[src/rtl/imm_pkg.sv]
// -----------------------------------------------------------------------------
// imm_pkg
//   Shared definitions for the immediate-generator pipeline:
//     - imm_fmt_e   : resolved immediate format codes (I/S/B/U/J/R + reserved)
//     - OPC_*       : RV32I major opcodes recognised by the auto decoder
//     - F3_*        : funct3 values selecting the immediate-shift forms
//     - xlen_legal(): elaboration-time legality check for the XLEN parameter
// -----------------------------------------------------------------------------
package imm_pkg;

  typedef enum logic [2:0] {
    FMT_I    = 3'd0,
    FMT_S    = 3'd1,
    FMT_B    = 3'd2,
    FMT_U    = 3'd3,
    FMT_J    = 3'd4,
    FMT_R    = 3'd5,
    FMT_RSV6 = 3'd6,
    FMT_RSV7 = 3'd7
  } imm_fmt_e;

  localparam logic [6:0] OPC_OP_IMM = 7'b0010011;
  localparam logic [6:0] OPC_LOAD   = 7'b0000011;
  localparam logic [6:0] OPC_JALR   = 7'b1100111;
  localparam logic [6:0] OPC_SYSTEM = 7'b1110011;
  localparam logic [6:0] OPC_STORE  = 7'b0100011;
  localparam logic [6:0] OPC_BRANCH = 7'b1100011;
  localparam logic [6:0] OPC_LUI    = 7'b0110111;
  localparam logic [6:0] OPC_AUIPC  = 7'b0010111;
  localparam logic [6:0] OPC_JAL    = 7'b1101111;
  localparam logic [6:0] OPC_OP     = 7'b0110011;

  // funct3 of slli and srli/srai inside OP-IMM
  localparam logic [2:0] F3_SLLI = 3'b001;
  localparam logic [2:0] F3_SRXI = 3'b101;

  function automatic bit xlen_legal(input int xlen);
    return (xlen == 32) || (xlen == 64);
  endfunction

endpackage

[src/rtl/imm_decode.sv]
// -----------------------------------------------------------------------------
// imm_decode
//   Purely combinational immediate extractor.
//   Parameters:
//     XLEN        - width of the extended immediate (32 or 64)
//     AUTO_DECODE - 1: format derived from the opcode, 0: taken from imm_src
//   Ports:
//     instr   in  [31:0]      raw RV32I instruction word
//     imm_src in  [2:0]       explicit format code (used only when AUTO_DECODE=0)
//     imm     out [XLEN-1:0]  sign-extended immediate (zero for R/illegal)
//     fmt     out [2:0]       resolved format code
//     illegal out             reserved format code or unmapped opcode
// -----------------------------------------------------------------------------
module imm_decode
  import imm_pkg::*;
#(
  parameter int XLEN        = 32,
  parameter int AUTO_DECODE = 1
) (
  input  logic [31:0]     instr,
  input  logic [2:0]      imm_src,
  output logic [XLEN-1:0] imm,
  output logic [2:0]      fmt,
  output logic            illegal
);

  // Shift amounts are 5 bits on a 32-bit datapath, 6 bits on a 64-bit one.
  localparam int SHW = (XLEN == 64) ? 6 : 5;

  logic [6:0]  opcode;
  logic [2:0]  funct3;
  imm_fmt_e    fmt_sel;
  logic        illegal_sel;
  logic [31:0] imm32;
  logic        is_shift;

  assign opcode = instr[6:0];
  assign funct3 = instr[14:12];

  // Format resolution
  always_comb begin
    fmt_sel     = imm_fmt_e'(imm_src);
    illegal_sel = 1'b0;
    if (AUTO_DECODE != 0) begin
      unique case (opcode)
        OPC_OP_IMM, OPC_LOAD, OPC_JALR, OPC_SYSTEM: fmt_sel = FMT_I;
        OPC_STORE:                                  fmt_sel = FMT_S;
        OPC_BRANCH:                                 fmt_sel = FMT_B;
        OPC_LUI, OPC_AUIPC:                         fmt_sel = FMT_U;
        OPC_JAL:                                    fmt_sel = FMT_J;
        OPC_OP:                                     fmt_sel = FMT_R;
        default: begin
          // Unmapped opcode reports a reserved code so downstream never
          // mistakes it for a real format.
          fmt_sel     = FMT_RSV7;
          illegal_sel = 1'b1;
        end
      endcase
    end else begin
      illegal_sel = (imm_src == FMT_RSV6) || (imm_src == FMT_RSV7);
    end
  end

  // Raw 32-bit immediate; widened to XLEN below with sign extension.
  always_comb begin
    imm32 = 32'h0000_0000;
    unique case (fmt_sel)
      FMT_I: imm32 = {{20{instr[31]}}, instr[31:20]};
      FMT_S: imm32 = {{20{instr[31]}}, instr[31:25], instr[11:7]};
      FMT_B: imm32 = {{19{instr[31]}}, instr[31], instr[7], instr[30:25],
                      instr[11:8], 1'b0};
      FMT_U: imm32 = {instr[31:12], 12'h000};
      FMT_J: imm32 = {{11{instr[31]}}, instr[31], instr[19:12], instr[20],
                      instr[30:21], 1'b0};
      default: imm32 = 32'h0000_0000;
    endcase
  end

  // slli/srli/srai: the upper I-immediate bits are funct7, not part of the
  // value, so only the zero-extended shift amount is produced.
  assign is_shift = (fmt_sel == FMT_I) && (opcode == OPC_OP_IMM) &&
                    ((funct3 == F3_SLLI) || (funct3 == F3_SRXI));

  always_comb begin
    if (is_shift) begin
      imm = XLEN'(instr[20 +: SHW]);
    end else begin
      imm = XLEN'($signed(imm32));
    end
  end

  assign fmt     = fmt_sel;
  assign illegal = illegal_sel;

endmodule

[src/rtl/imm_gen_pipe.sv]
// -----------------------------------------------------------------------------
// imm_gen_pipe
//   Registered immediate generator with a valid/ready handshake on both sides.
//   A combinational imm_decode feeds a two-entry buffer: the output register
//   plus a skid register that absorbs one result when the consumer stalls,
//   allowing a fully registered in_ready.
//   Parameters:
//     XLEN        - output immediate width (32 or 64)
//     AUTO_DECODE - 1: format from opcode, 0: format from in_imm_src
//   Ports:
//     clk         in              clock, all state on the rising edge
//     rst_n       in              asynchronous active-low reset
//     in_valid    in              in_instr / in_imm_src valid
//     in_ready    out             input accepted this cycle (registered)
//     in_instr    in  [31:0]      raw instruction word
//     in_imm_src  in  [2:0]       explicit format code
//     out_valid   out             out_* valid
//     out_ready   in              consumer accepts output this cycle
//     out_imm     out [XLEN-1:0]  extended immediate
//     out_fmt     out [2:0]       resolved format code
//     out_illegal out             unsupported opcode / format code
// -----------------------------------------------------------------------------
module imm_gen_pipe
  import imm_pkg::*;
#(
  parameter int XLEN        = 32,
  parameter int AUTO_DECODE = 1
) (
  input  logic            clk,
  input  logic            rst_n,
  input  logic            in_valid,
  output logic            in_ready,
  input  logic [31:0]     in_instr,
  input  logic [2:0]      in_imm_src,
  output logic            out_valid,
  input  logic            out_ready,
  output logic [XLEN-1:0] out_imm,
  output logic [2:0]      out_fmt,
  output logic            out_illegal
);

  if (!xlen_legal(XLEN)) begin : g_bad_xlen
    $error("imm_gen_pipe: XLEN must be 32 or 64");
  end

  // Decoder
  logic [XLEN-1:0] dec_imm;
  logic [2:0]      dec_fmt;
  logic            dec_illegal;

  imm_decode #(
    .XLEN        (XLEN),
    .AUTO_DECODE (AUTO_DECODE)
  ) u_decode (
    .instr   (in_instr),
    .imm_src (in_imm_src),
    .imm     (dec_imm),
    .fmt     (dec_fmt),
    .illegal (dec_illegal)
  );

  // Buffer state
  logic            out_valid_q,   out_valid_d;
  logic [XLEN-1:0] out_imm_q,     out_imm_d;
  logic [2:0]      out_fmt_q,     out_fmt_d;
  logic            out_illegal_q, out_illegal_d;

  logic            skid_valid_q,   skid_valid_d;
  logic [XLEN-1:0] skid_imm_q,     skid_imm_d;
  logic [2:0]      skid_fmt_q,     skid_fmt_d;
  logic            skid_illegal_q, skid_illegal_d;

  logic            in_ready_q, in_ready_d;

  logic            in_fire;
  logic            out_fire;

  assign in_fire  = in_valid && in_ready_q;
  assign out_fire = out_valid_q && out_ready;

  always_comb begin
    out_valid_d    = out_valid_q;
    out_imm_d      = out_imm_q;
    out_fmt_d      = out_fmt_q;
    out_illegal_d  = out_illegal_q;
    skid_valid_d   = skid_valid_q;
    skid_imm_d     = skid_imm_q;
    skid_fmt_d     = skid_fmt_q;
    skid_illegal_d = skid_illegal_q;

    if (!out_valid_q || out_fire) begin
      // Output register is free at this edge. The skid entry is older than
      // anything arriving now, so it goes first. in_ready is low whenever the
      // skid is full, so a new input never competes with a skid drain.
      if (skid_valid_q) begin
        out_valid_d   = 1'b1;
        out_imm_d     = skid_imm_q;
        out_fmt_d     = skid_fmt_q;
        out_illegal_d = skid_illegal_q;
        skid_valid_d  = 1'b0;
      end else if (in_fire) begin
        out_valid_d   = 1'b1;
        out_imm_d     = dec_imm;
        out_fmt_d     = dec_fmt;
        out_illegal_d = dec_illegal;
      end else begin
        out_valid_d   = 1'b0;
      end
    end else if (in_fire) begin
      // Output stalled: park the new result behind it.
      skid_valid_d   = 1'b1;
      skid_imm_d     = dec_imm;
      skid_fmt_d     = dec_fmt;
      skid_illegal_d = dec_illegal;
    end

    // Registered ready: accept next cycle only if the skid will be empty.
    in_ready_d = !skid_valid_d;
  end

  always_ff @(posedge clk or negedge rst_n) begin
    if (!rst_n) begin
      out_valid_q    <= 1'b0;
      out_imm_q      <= '0;
      out_fmt_q      <= 3'd0;
      out_illegal_q  <= 1'b0;
      skid_valid_q   <= 1'b0;
      skid_imm_q     <= '0;
      skid_fmt_q     <= 3'd0;
      skid_illegal_q <= 1'b0;
      in_ready_q     <= 1'b1;
    end else begin
      out_valid_q    <= out_valid_d;
      out_imm_q      <= out_imm_d;
      out_fmt_q      <= out_fmt_d;
      out_illegal_q  <= out_illegal_d;
      skid_valid_q   <= skid_valid_d;
      skid_imm_q     <= skid_imm_d;
      skid_fmt_q     <= skid_fmt_d;
      skid_illegal_q <= skid_illegal_d;
      in_ready_q     <= in_ready_d;
    end
  end

  assign in_ready    = in_ready_q;
  assign out_valid   = out_valid_q;
  assign out_imm     = out_imm_q;
  assign out_fmt     = out_fmt_q;
  assign out_illegal = out_illegal_q;

endmodule

[config.mk]
export PLATFORM = sky130hd
export DESIGN_NAME = imm_gen_pipe
export DESIGN_NICKNAME = d
export VERILOG_FILES = /design/src/rtl/imm_pkg.sv /design/src/rtl/imm_decode.sv /design/src/rtl/imm_gen_pipe.sv
export SDC_FILE = /design/constraint.sdc
export NUM_CORES = 1
export LEC_CHECK = 0
export ABC_CLOCK_PERIOD_IN_PS = 2870
export BUFFER_PORTS_ARGS = -buffer_cell sky130_fd_sc_hd__buf_2
export CAP_MARGIN = 20
export CORE_MARGIN = 2
export CORE_UTILIZATION = 25
export DETAILED_ROUTE_END_ITERATION = 8
export GPL_TIMING_DRIVEN = 0
export PLACE_DENSITY = 0.47
export SLEW_MARGIN = 10
export SYNTH_ARGS = -nofsm -noshare
export SYNTH_HDL_FRONTEND = slang
export SYNTH_SLANG_ARGS = --single-unit
[constraint.sdc]
create_clock -name clk -period 2.87 [get_ports clk]
set_clock_uncertainty 0.1 [all_clocks]
set_input_delay 0.287 -clock clk [delete_from_list [all_inputs] [get_ports clk]]
set_output_delay 0.287 -clock clk [all_outputs]
set_load 0.01 [all_outputs]
# After elaboration in Yosys (flattened, before gate mapping)
# Cells that the tools add are included.
# Widths: inputs -> output; s select.
# word_totals
input_bits,39
wordCells,55
register_bits,75
# classes
mux,14
bitwise,1
reduce_logical,15
n_eq_ne,16
# ops
cell,n
$pmux 32 s5,1
$mux 32,3
$eq 7x7->1 const B,4
$eq 7x6->1 const B,3
$pmux 3 s6,1
$eq 7x5->1 const B,2
$reduce_or 10->1,1
$eq 7x2->1 const B,1
$mux 1,7
$eq 3x1->1 const B,2
$eq 3x2->1 const B,2
$eq 3x3->1 const B,2
$mux 3,2
$logic_and 1x1->1,4
$reduce_and 2->1,2
$reduce_or 4->1,1
$logic_not 3->1,1
$logic_not 1->1,2
$logic_or 1x1->1,2
$reduce_bool 2->1,1
$reduce_or 2->1,1
$not 1->1,1

# Longest topological paths before layout
# Gate-level depths: netlist of run 1.
# logic_depth
depth_word,9
mapped_depth,7

# Cells and area by module
# From an unflattened synthesis of run 1, not the netlist that was laid out.
# hier_totals
cells_unflattened,322
hier_area_um2,4184.0
# by_module_without_submodules
module,area_each_um2,instances,cells_per_inst,seq_area_each_um2
imm_gen_pipe,3397.0,1,201,1878.1
imm_decode,787.0,1,121,0.0

# Least setup slack after synthesis of run 1
# Ideal clock, no wire load.
# synth_path
path_kind,input-to-reg
from,input in_instr[6]
to,register skid_imm_q[12]
t_arrival_ns,1.725
slack_ns,0.967
setup_ns,0.078
path_stages,7
cell_sequence,buf_6 -> nor3b_2 -> or4_4 -> a211oi_4 -> nand3b_2 -> buf_6 -> o21ai_1
# synth_between
elab_chain_cells,7
# synth_lines
item,line_no,rtl
start: declaration,imm_gen_pipe.sv:33,"input logic [31:0] in_instr,"
branches (longest 6 deep; another with $pmux 32 s5),-,
$mux 32 (*),imm_decode.sv:85,if (is_shift) begin
end signal: assignment,imm_gen_pipe.sv:138,skid_imm_q <= skid_imm_d;
end: declaration,imm_gen_pipe.sv:69,"logic [XLEN-1:0] skid_imm_q, skid_imm_d;"
# Every way passes the cells marked *.
# A chain may end at the register's enable or synchronous reset.

# Worst setup path after layout of run 1
# layout_path
from,input in_instr[6]
to,register out_imm_q[19] (netlist: out_imm[19])
# layout_between
elab_chain_cells,9
# layout_lines
item,line_no,rtl
branches (longest 6 deep; another with $pmux 32 s5),-,
$mux 32 (*),imm_decode.sv:85,
$mux 32 (*),imm_gen_pipe.sv:101,end else if (in_fire) begin
$mux 32 (*),imm_gen_pipe.sv:95,if (skid_valid_q) begin
end signal: assignment,imm_gen_pipe.sv:134,out_imm_q <= out_imm_d;
end: declaration,imm_gen_pipe.sv:64,"logic [XLEN-1:0] out_imm_q, out_imm_d;"
# Every way passes the cells marked *. The select of a mux whose other input is x is not followed.

==> flow_metrics.py, run 1 <==
metrics = {
    "routing": {
        "drt_wl_total_um": 12500,
        "detail_route.wl_per_cell_um": 17.5,
        "ant_nets": 0,
        "vias": 3588,
        "drc": 0,
        "drt_iter0_markers": 214,
        "first_pass_iters": 4,
        "detail_route.vias_per_cell": 5.01,
    },
    "global_routing": {
        "track_usage": 0.160,
        "grt_max_degree": 40,
        "antenna_found_initial": 0,
        "grt_pass1_vias": 3601,
        "overflow": 0,
        "grt_pass1_wl_um": 20000,
    },
    "timing": {
        "finalCritPeriodShare": 0.795,
        "rsz0062_at_grt": "no",
        "slew_violations": 0,
        "period_minus_slack_ns": 2.28,
        "max_slew.worst_pin.slew_ns": 1.08,
        "setup_slack_ns": 0.588,
        "setup_tns_ns": 0,
        "hold_viol": 0,
        "relSlewSlack": 0.276,
        "fmax_ghz": 0.438,
        "finalSetupViolCount": 0,
    },
    "critical_path": {
        "arrival_ns": 2.44,
        "path_delay_family": "simple AND/OR/NAND/NOR gates",
        "critical-path-max-stage-delay_ns": 0.84,
        "worstPathRequired_ns": 3.02,
        "crit_fanout": 10,
        "critPathLaunchType": "primary input",
        "cp_slowest_cell": "nor3_1",
        "path_cells": "buf_2 > buf_6 > nor3b_1 > a31oi_1 > nor3_1 > a211oi_1 > o21ai_0",
        "path_buf_inv": 2,
        "cp-end-kind": "flip-flop",
        "worstSetupPathType": "primary input to flip-flop",
    },
    "finish": {
        "layout-drive-gt1-share": 0.222,
        "fin_cells": 716,
        "n_fill_cell": 1584,
        "antenna_cells": 0,
        "syn_to_final_growth_pct": 24.8,
        "multi_input_area_um2": 1810,
        "fin_nets": 562,
        "seqCellArea_um2": 1880,
    },
    "yosys": {
        "ys_ff_latch": 75,
        "async_reset_ff_frac": 1.00,
        "ys_types": 49,
        "yosysTopAreaCell": "dfrtp_1",
        "syn_nets": 475,
        "netlist.area_leader.share": 0.479,
        "yosys_warnings": 0,
        "synth_area_leaders": "dfrtp_1 48%, a21oi_1 6.9%, o21ai_0 5.2%, nand2_1 5.1%, nor2_1 3.9%",
        "ys.flop_type": "dfrtp_1",
        "synth_area_um2": 3870,
        "syn-instance-count": 436,
        "avgSynthCellArea_um2": 8.87,
        "synth_edf_count": 0,
        "ys_seq_area_frac": 0.485,
    },
    "die": {
        "core_area_um2": 15100,
        "initial_core_util": 0.255,
        "io_pins": 77,
        "rows": 45,
        "die_area_um2": 16500,
        "die_w_um": 128,
        "die_h_um": 128,
    },
    "min_path": {
        "min_path_type": "primary input to flip-flop",
    },
    "power_and_ir_drop": {
        "p_leak_nw": 2.12,
        "pwr-share-clk": 0.395,
        "power.internal_mw": 2.14,
        "switching_share": 0.295,
        "p_switching_mw": 0.896,
        "sequentialPowerShare": 0.413,
        "cellPowerDensity_nw_per_um2": 629,
        "ir_drop_v": 0.000285,
        "comb_power_share": 0.191,
    },
    "placed_design": {
        "place_ws_ns": 0.248,
        "port_buffers": 73,
        "place.gp.congestion": 0.886,
        "place_hpwl_um": 9010,
        "dpl.cell_count": 698,
    },
    "clocking": {
        "cts_tree": "done",
        "cts_made_buffers": 9,
        "path_clk_slew_ns": 0.06,
        "clock_latency_ns": 0.34,
        "clockRootBuffer": "clkbuf_16",
        "cts_max_path_buffers": 2,
        "h-tree-depth": 3,
        "cts.sinks": 75,
        "post-cts-setup-buffers": 0,
    },
    "flow_run": {
        "cap_viol_max_count": 0,
    },
    "status": {
        "status": "finished, final reports clean",
    },
}
==> cells in the mapped netlist (2+ instances only) <==
library cell  number
a22oi_1            4
buf_6              4
nand2_1           53
a221oi_1           4
clkbuf_1          27
inv_1              4
a21oi_1           53
or3b_2             2
nand3_1           10
a211oi_1           8
nor2b_1            5
buf_1              3
nor3b_1            5
o21ai_2            9
nor4_1             2
and3_1            15
o211ai_1          14
o211a_1            3
nand2b_1           3
a31oi_1            2
nor2_1            40
dfrtp_1           74
o21ai_0           40
nand3b_1           2
and2_1            13
o21ai_1           11
nor3_1             2
o2111ai_1          2
a21o_1             2
==> final cells by class <==
type | instances | area share
Multi-Input combinational cell | 321 | 0.375
Clock inverter | 3 | 0.00907
Clock buffer | 13 | 0.0560
Buffer | 36 | 0.0353
Inverter | 4 | 0.00311
Timing Repair Buffer | 76 | 0.0835
Tap cell | 188 | 0.0487
Sequential cell | 75 | 0.389
==> metrics by stage <==
| stage | total power, mW | hold slack (ns) | util | area, um2 |
|---|---|---|---|---|
| detailed placement | 1.87 | 0.212 | 0.297 | 4500 |
| finish | 3.03 | 0.109 | 0.319 | 4830 |
| CTS | 3.07 | 0.104 | 0.318 | 4820 |
| global route | 3.19 | 0.111 | 0.319 | 4830 |
| global placement | 1.85 | 0.358 | 0.295 | 4470 |
| floorplan | 1.57 | -0.109 | - | 3870 |
==> flip-flops by register name, summed over array words and instances (netlist names) <==
signal and flops:
in_ready 1, out_fmt 3, out_illegal 1, out_imm 32
out_valid 1, skid_fmt_q 3, skid_illegal_q 1, skid_imm_q 32
skid_valid_q 1
==> final timing paths <==
path,from,endpoint,slack [ns],depth (start not counted)
setup / recovery,in_instr[6],out_imm[19],0.59,7
hold / removal,out_ready,in_ready,0.11,3
setup reg to reg,skid_valid_q,out_imm[30],0.67,6
hold reg to reg,skid_fmt_q[1],skid_fmt_q[1],0.37,2
max in group asynchronous,rst_n,out_imm[1],1.72,3
min in group asynchronous,rst_n,skid_valid_q,0.36,2
==> tightest hold or removal path, delay by kind of cell <==
| family | cells | cell delay (ns) |
|---|---|---|
| buffers and inverters | 1 | 0.08 |
| and+or+nand+nor | 2 | 0.15 |
==> cells in the final DEF (no fill, tap or decap), drive strengths merged, types with 2 or more instances in the layout <==
master | synthesis | layout
nor4 | 3 | 3
a221oi | 4 | 4
nor2 | 40 | 40
and3 | 15 | 15
o211a | 3 | 3
or3b | 2 | 2
buf | 9 | 83
nand3b | 3 | 3
inv | 4 | 5
a31oi | 2 | 2
and2 | 14 | 14
a211oi | 9 | 9
o21ai | 60 | 60
nor2b | 5 | 5
dfrtp | 74 | 74
clkbuf | 27 | 41
a21oi | 53 | 53
nor3b | 6 | 6
nand2 | 53 | 53
a22oi | 4 | 4
nand2b | 3 | 3
nor3 | 2 | 2
o211ai | 14 | 14
a21o | 2 | 2
nand3 | 10 | 10
o2111ai | 2 | 2
==> layer usage <==
layer | track usage | part of all wire | up-vias
met2 | 0.250 | 0.48 | 68
li1 | - | - | 1725
met4 | 0.0569 | 0.015 | 0
met5 | 0 | 0 | -
met3 | 0.0374 | 0.044 | 12
met1 | 0.219 | 0.46 | 1783
==> power by group through the flow <==
stage / sequential, mW / combinational, mW / clock [mW]
CTS: 1.26 / 0.593 / 1.22
global route: 1.27 / 0.648 / 1.27
floorplan: 1.31 / 0.263 / 0
global placement: 1.27 / 0.577 / 0
finish: 1.25 / 0.580 / 1.20
detailed placement: 1.28 / 0.590 / 0
==> repair_timing <==
action | CTS | global route
gates resized for setup | 0 | 0
endpoints found under the hold margin | 37 | 0
hold buffers | 1 | 0
==> cell families after synthesis <==
family,count (synthesis),share of synthesized area
AND/OR/NAND/NOR,162,0.213
buffers and inverters,40,0.0479
flip-flops,75,0.485
adder cells (fa/ha/maj),1,0.00259
multiplexers,1,0.00291
AO/OA/AOI/OAI,157,0.248
Note: power is estimated with default switching activity, not from simulation.
==> run 2: changes to the inputs <==
ABC_AREA = 1   (was unset)
ABC_CLOCK_PERIOD_IN_PS = 2300   (was 2870)
PLACE_DENSITY = 0.46   (was 0.47)
clock period = 2.3 ns   (was 2.87 ns; I/O delays follow)
==> run 2 against run 1 <==
  * Utilization shrank 0.75 points
  * Critical path depth grew 1
  * Flip-flop and latch count is the same
  * Sequential power grew 26%
  * First-iteration DRC count grew 31%
  * Power grew 26%
  * Synthesized cell count grew 51%
  * Clock-buffer cell count shrank 2
==> flow_metrics.py, run 2 <==
metrics = {
    "routing": {
        "drt_wl_total_um": 13100,
        "drt_iter0_markers": 281,
        "first_pass_iters": 4,
        "vias": 4200,
        "detail_route.wl_per_cell_um": 13.5,
        "detail_route.vias_per_cell": 4.32,
        "drc": 0,
        "ant_nets": 0,
    },
    "status": {
        "status": "finished, final reports clean",
    },
    "critical_path": {
        "worstPathRequired_ns": 2.43,
        "cp-end-kind": "flip-flop",
        "arrival_ns": 2.13,
        "crit_fanout": 10,
        "r2r_slack_ns": 0.30,
        "worstSetupPathType": "flip-flop to flip-flop",
        "worstRegToRegCells": 8,
        "critPathLaunchType": "flip-flop",
    },
    "min_path": {
        "hold_depth": 3,
        "min_path_type": "primary input to flip-flop",
    },
    "finish": {
        "syn_to_final_growth_pct": 22.6,
        "most-common-layout-cells": "275 x nand2_1, 102 x nor2_1, 80 x buf_2",
        "n_fill_cell": 1962,
        "layout-drive-gt1-share": 0.177,
        "final_cell_area_um2": 5330,
        "fin_nets": 781,
        "final_util": 0.311,
        "layout_commonest_cell": "nand2_1",
        "antenna_cells": 0,
    },
    "clocking": {
        "cts.sinks": 75,
        "post-cts-setup-buffers": 0,
        "path_clk_slew_ns": 0.06,
        "h-tree-depth": 3,
        "cts_made_buffers": 9,
        "clock_latency_ns": 0.34,
        "cts_tree": "done",
        "clockRootBuffer": "clkbuf_16",
        "cts_max_path_buffers": 2,
    },
    "die": {
        "rows": 48,
        "io_pins": 77,
        "die_w_um": 136,
        "initial_core_util": 0.254,
        "die_h_um": 136,
        "core_area_um2": 17100,
        "die_area_um2": 18500,
    },
    "yosys": {
        "avgSynthCellArea_um2": 6.61,
        "ys_ff_latch": 75,
        "netlist.area_leader.share": 0.426,
        "syn-instance-count": 657,
        "synth_common_cells": "275 x nand2_1, 102 x nor2_1, 74 x dfrtp_1",
        "synth_most_common_cell": "nand2_1",
        "yosys_warnings": 0,
        "synth_area_leaders": "dfrtp_1 43%, nand2_1 24%, nor2_1 8.8%, nand3_1 4.7%, o21ai_0 4.0%",
        "syn_nets": 696,
        "synth_edf_count": 0,
        "ys_seq_area_frac": 0.432,
        "ys_types": 25,
        "yosysTopAreaCell": "dfrtp_1",
        "async_reset_ff_frac": 1.00,
        "ys.flop_type": "dfrtp_1",
        "synth_area_um2": 4350,
    },
    "timing": {
        "finalCritPeriodShare": 0.871,
        "period_minus_slack_ns": 2.00,
        "rsz0062_at_grt": "no",
        "relSlewSlack": 0.611,
        "setup_tns_ns": 0,
        "finalSetupViolCount": 0,
        "hold_viol": 0,
        "fmax_ghz": 0.499,
        "slew_violations": 0,
        "max_slew.worst_pin.slew_ns": 0.583,
        "setup_slack_ns": 0.297,
    },
    "global_routing": {
        "antenna_found_initial": 0,
        "grt_max_degree": 55,
        "overflow": 0,
        "grt_pass1_vias": 4073,
        "track_usage": 0.150,
        "grt_pass1_wl_um": 21600,
    },
    "flow_run": {
        "cap_viol_max_count": 0,
    },
    "placed_design": {
        "port_buffers": 73,
        "place_hpwl_um": 9850,
        "place.gp.congestion": 0.839,
        "postPlaceCellArea_um2": 5020,
        "place_ws_ns": 0.172,
    },
    "power_and_ir_drop": {
        "ir_drop_v": 0.000331,
        "p_leak_nw": 3.13,
        "cellPowerDensity_nw_per_um2": 715,
    },
}
-- run 2: cell types whose count changed in the layout (fill, tap and decap cells not counted), moves of 14 or more --
| cell | delta |
|---|---|
| nand3_1 | +31 |
| nor2_1 | +62 |
| and3_1 | -15 |
| nand2_1 | +222 |
| a21oi_1 | -37 |
| inv_1 | +31 |
| o211ai_1 | -14 |
-- run 2: logic make-up after synthesis --
logic type | Yosys count | share of synthesized area
buffers and inverters | 73 | 0.0752
DFF | 75 | 0.432
and+or+nand+nor | 441 | 0.412
AOI/OAI and AO/OA | 68 | 0.0806
-- run 2: power by group --
group | switching (mW) | leakage [nW] | internal [mW] | total [mW]
clock network | 0.566 | 0.145 | 0.865 | 1.43
logic | 0.518 | 1.99 | 0.280 | 0.798
registers | 0.0857 | 0.988 | 1.50 | 1.58
total | 1.17 | 3.13 | 2.64 | 3.81
-- run 2: cell type report --
type / instances / area (um2) / area share
clock inverter: 5 / 52.6 / 0.00987
tap: 225 / 282 / 0.0529
timing repair buffer: 75 / 405 / 0.0761
sequential: 75 / 1880 / 0.353
clock buffer: 11 / 243 / 0.0456
multi-input combinational: 509 / 2140 / 0.402
buffer: 34 / 183 / 0.0343
inverter: 38 / 143 / 0.0268
-- run 2: timing repair --
action                                  in CTS  in global routing
gates resized for setup                      0                  4
hold buffers                                 1                  0
endpoints found under the hold margin       21                  0
endpoints found under the setup margin       0                 23
-- run 2: worst paths after layout --
check,to,from
min reg2reg,out_imm[23],out_imm[23]
max,out_imm[23],skid_valid_q
min in group asynchronous,skid_imm_q[6],rst_n
max in group asynchronous,in_ready,rst_n
max reg2reg,out_imm[23],skid_valid_q
min,out_valid,in_valid
-- run 2: per-layer routing --
layer	up-vias	share of wire	routed length (um)	global-route usage
met4	0	0.016	214	0.0451
met3	13	0.042	543	0.0276
met5	-	0	0	0
met2	72	0.43	5650	0.226
li1	2204	-	-	-
met1	1911	0.51	6670	0.218
-- run 2: worst max-delay path, cell delays in order (launching register included) --
cell and delay, ns:
dfrtp_1 0.36, clkbuf_1 0.21, a21oi_1 0.26, inv_1 0.06
nand2_1 0.22, clkbuf_1 0.45, nor2_1 0.08, nand2_1 0.10
nand2_1 0.05
-- run 2: metrics by stage --
step                power [mW]  std cells  hold slack (ns)
CTS                       3.87        973           0.0527
global placement          2.41        955            0.359
detailed placement        2.42        956           0.0639
floorplan                 2.05        657           -0.166
finish                    3.81        972           0.0681
global route              4.03        972            0.104
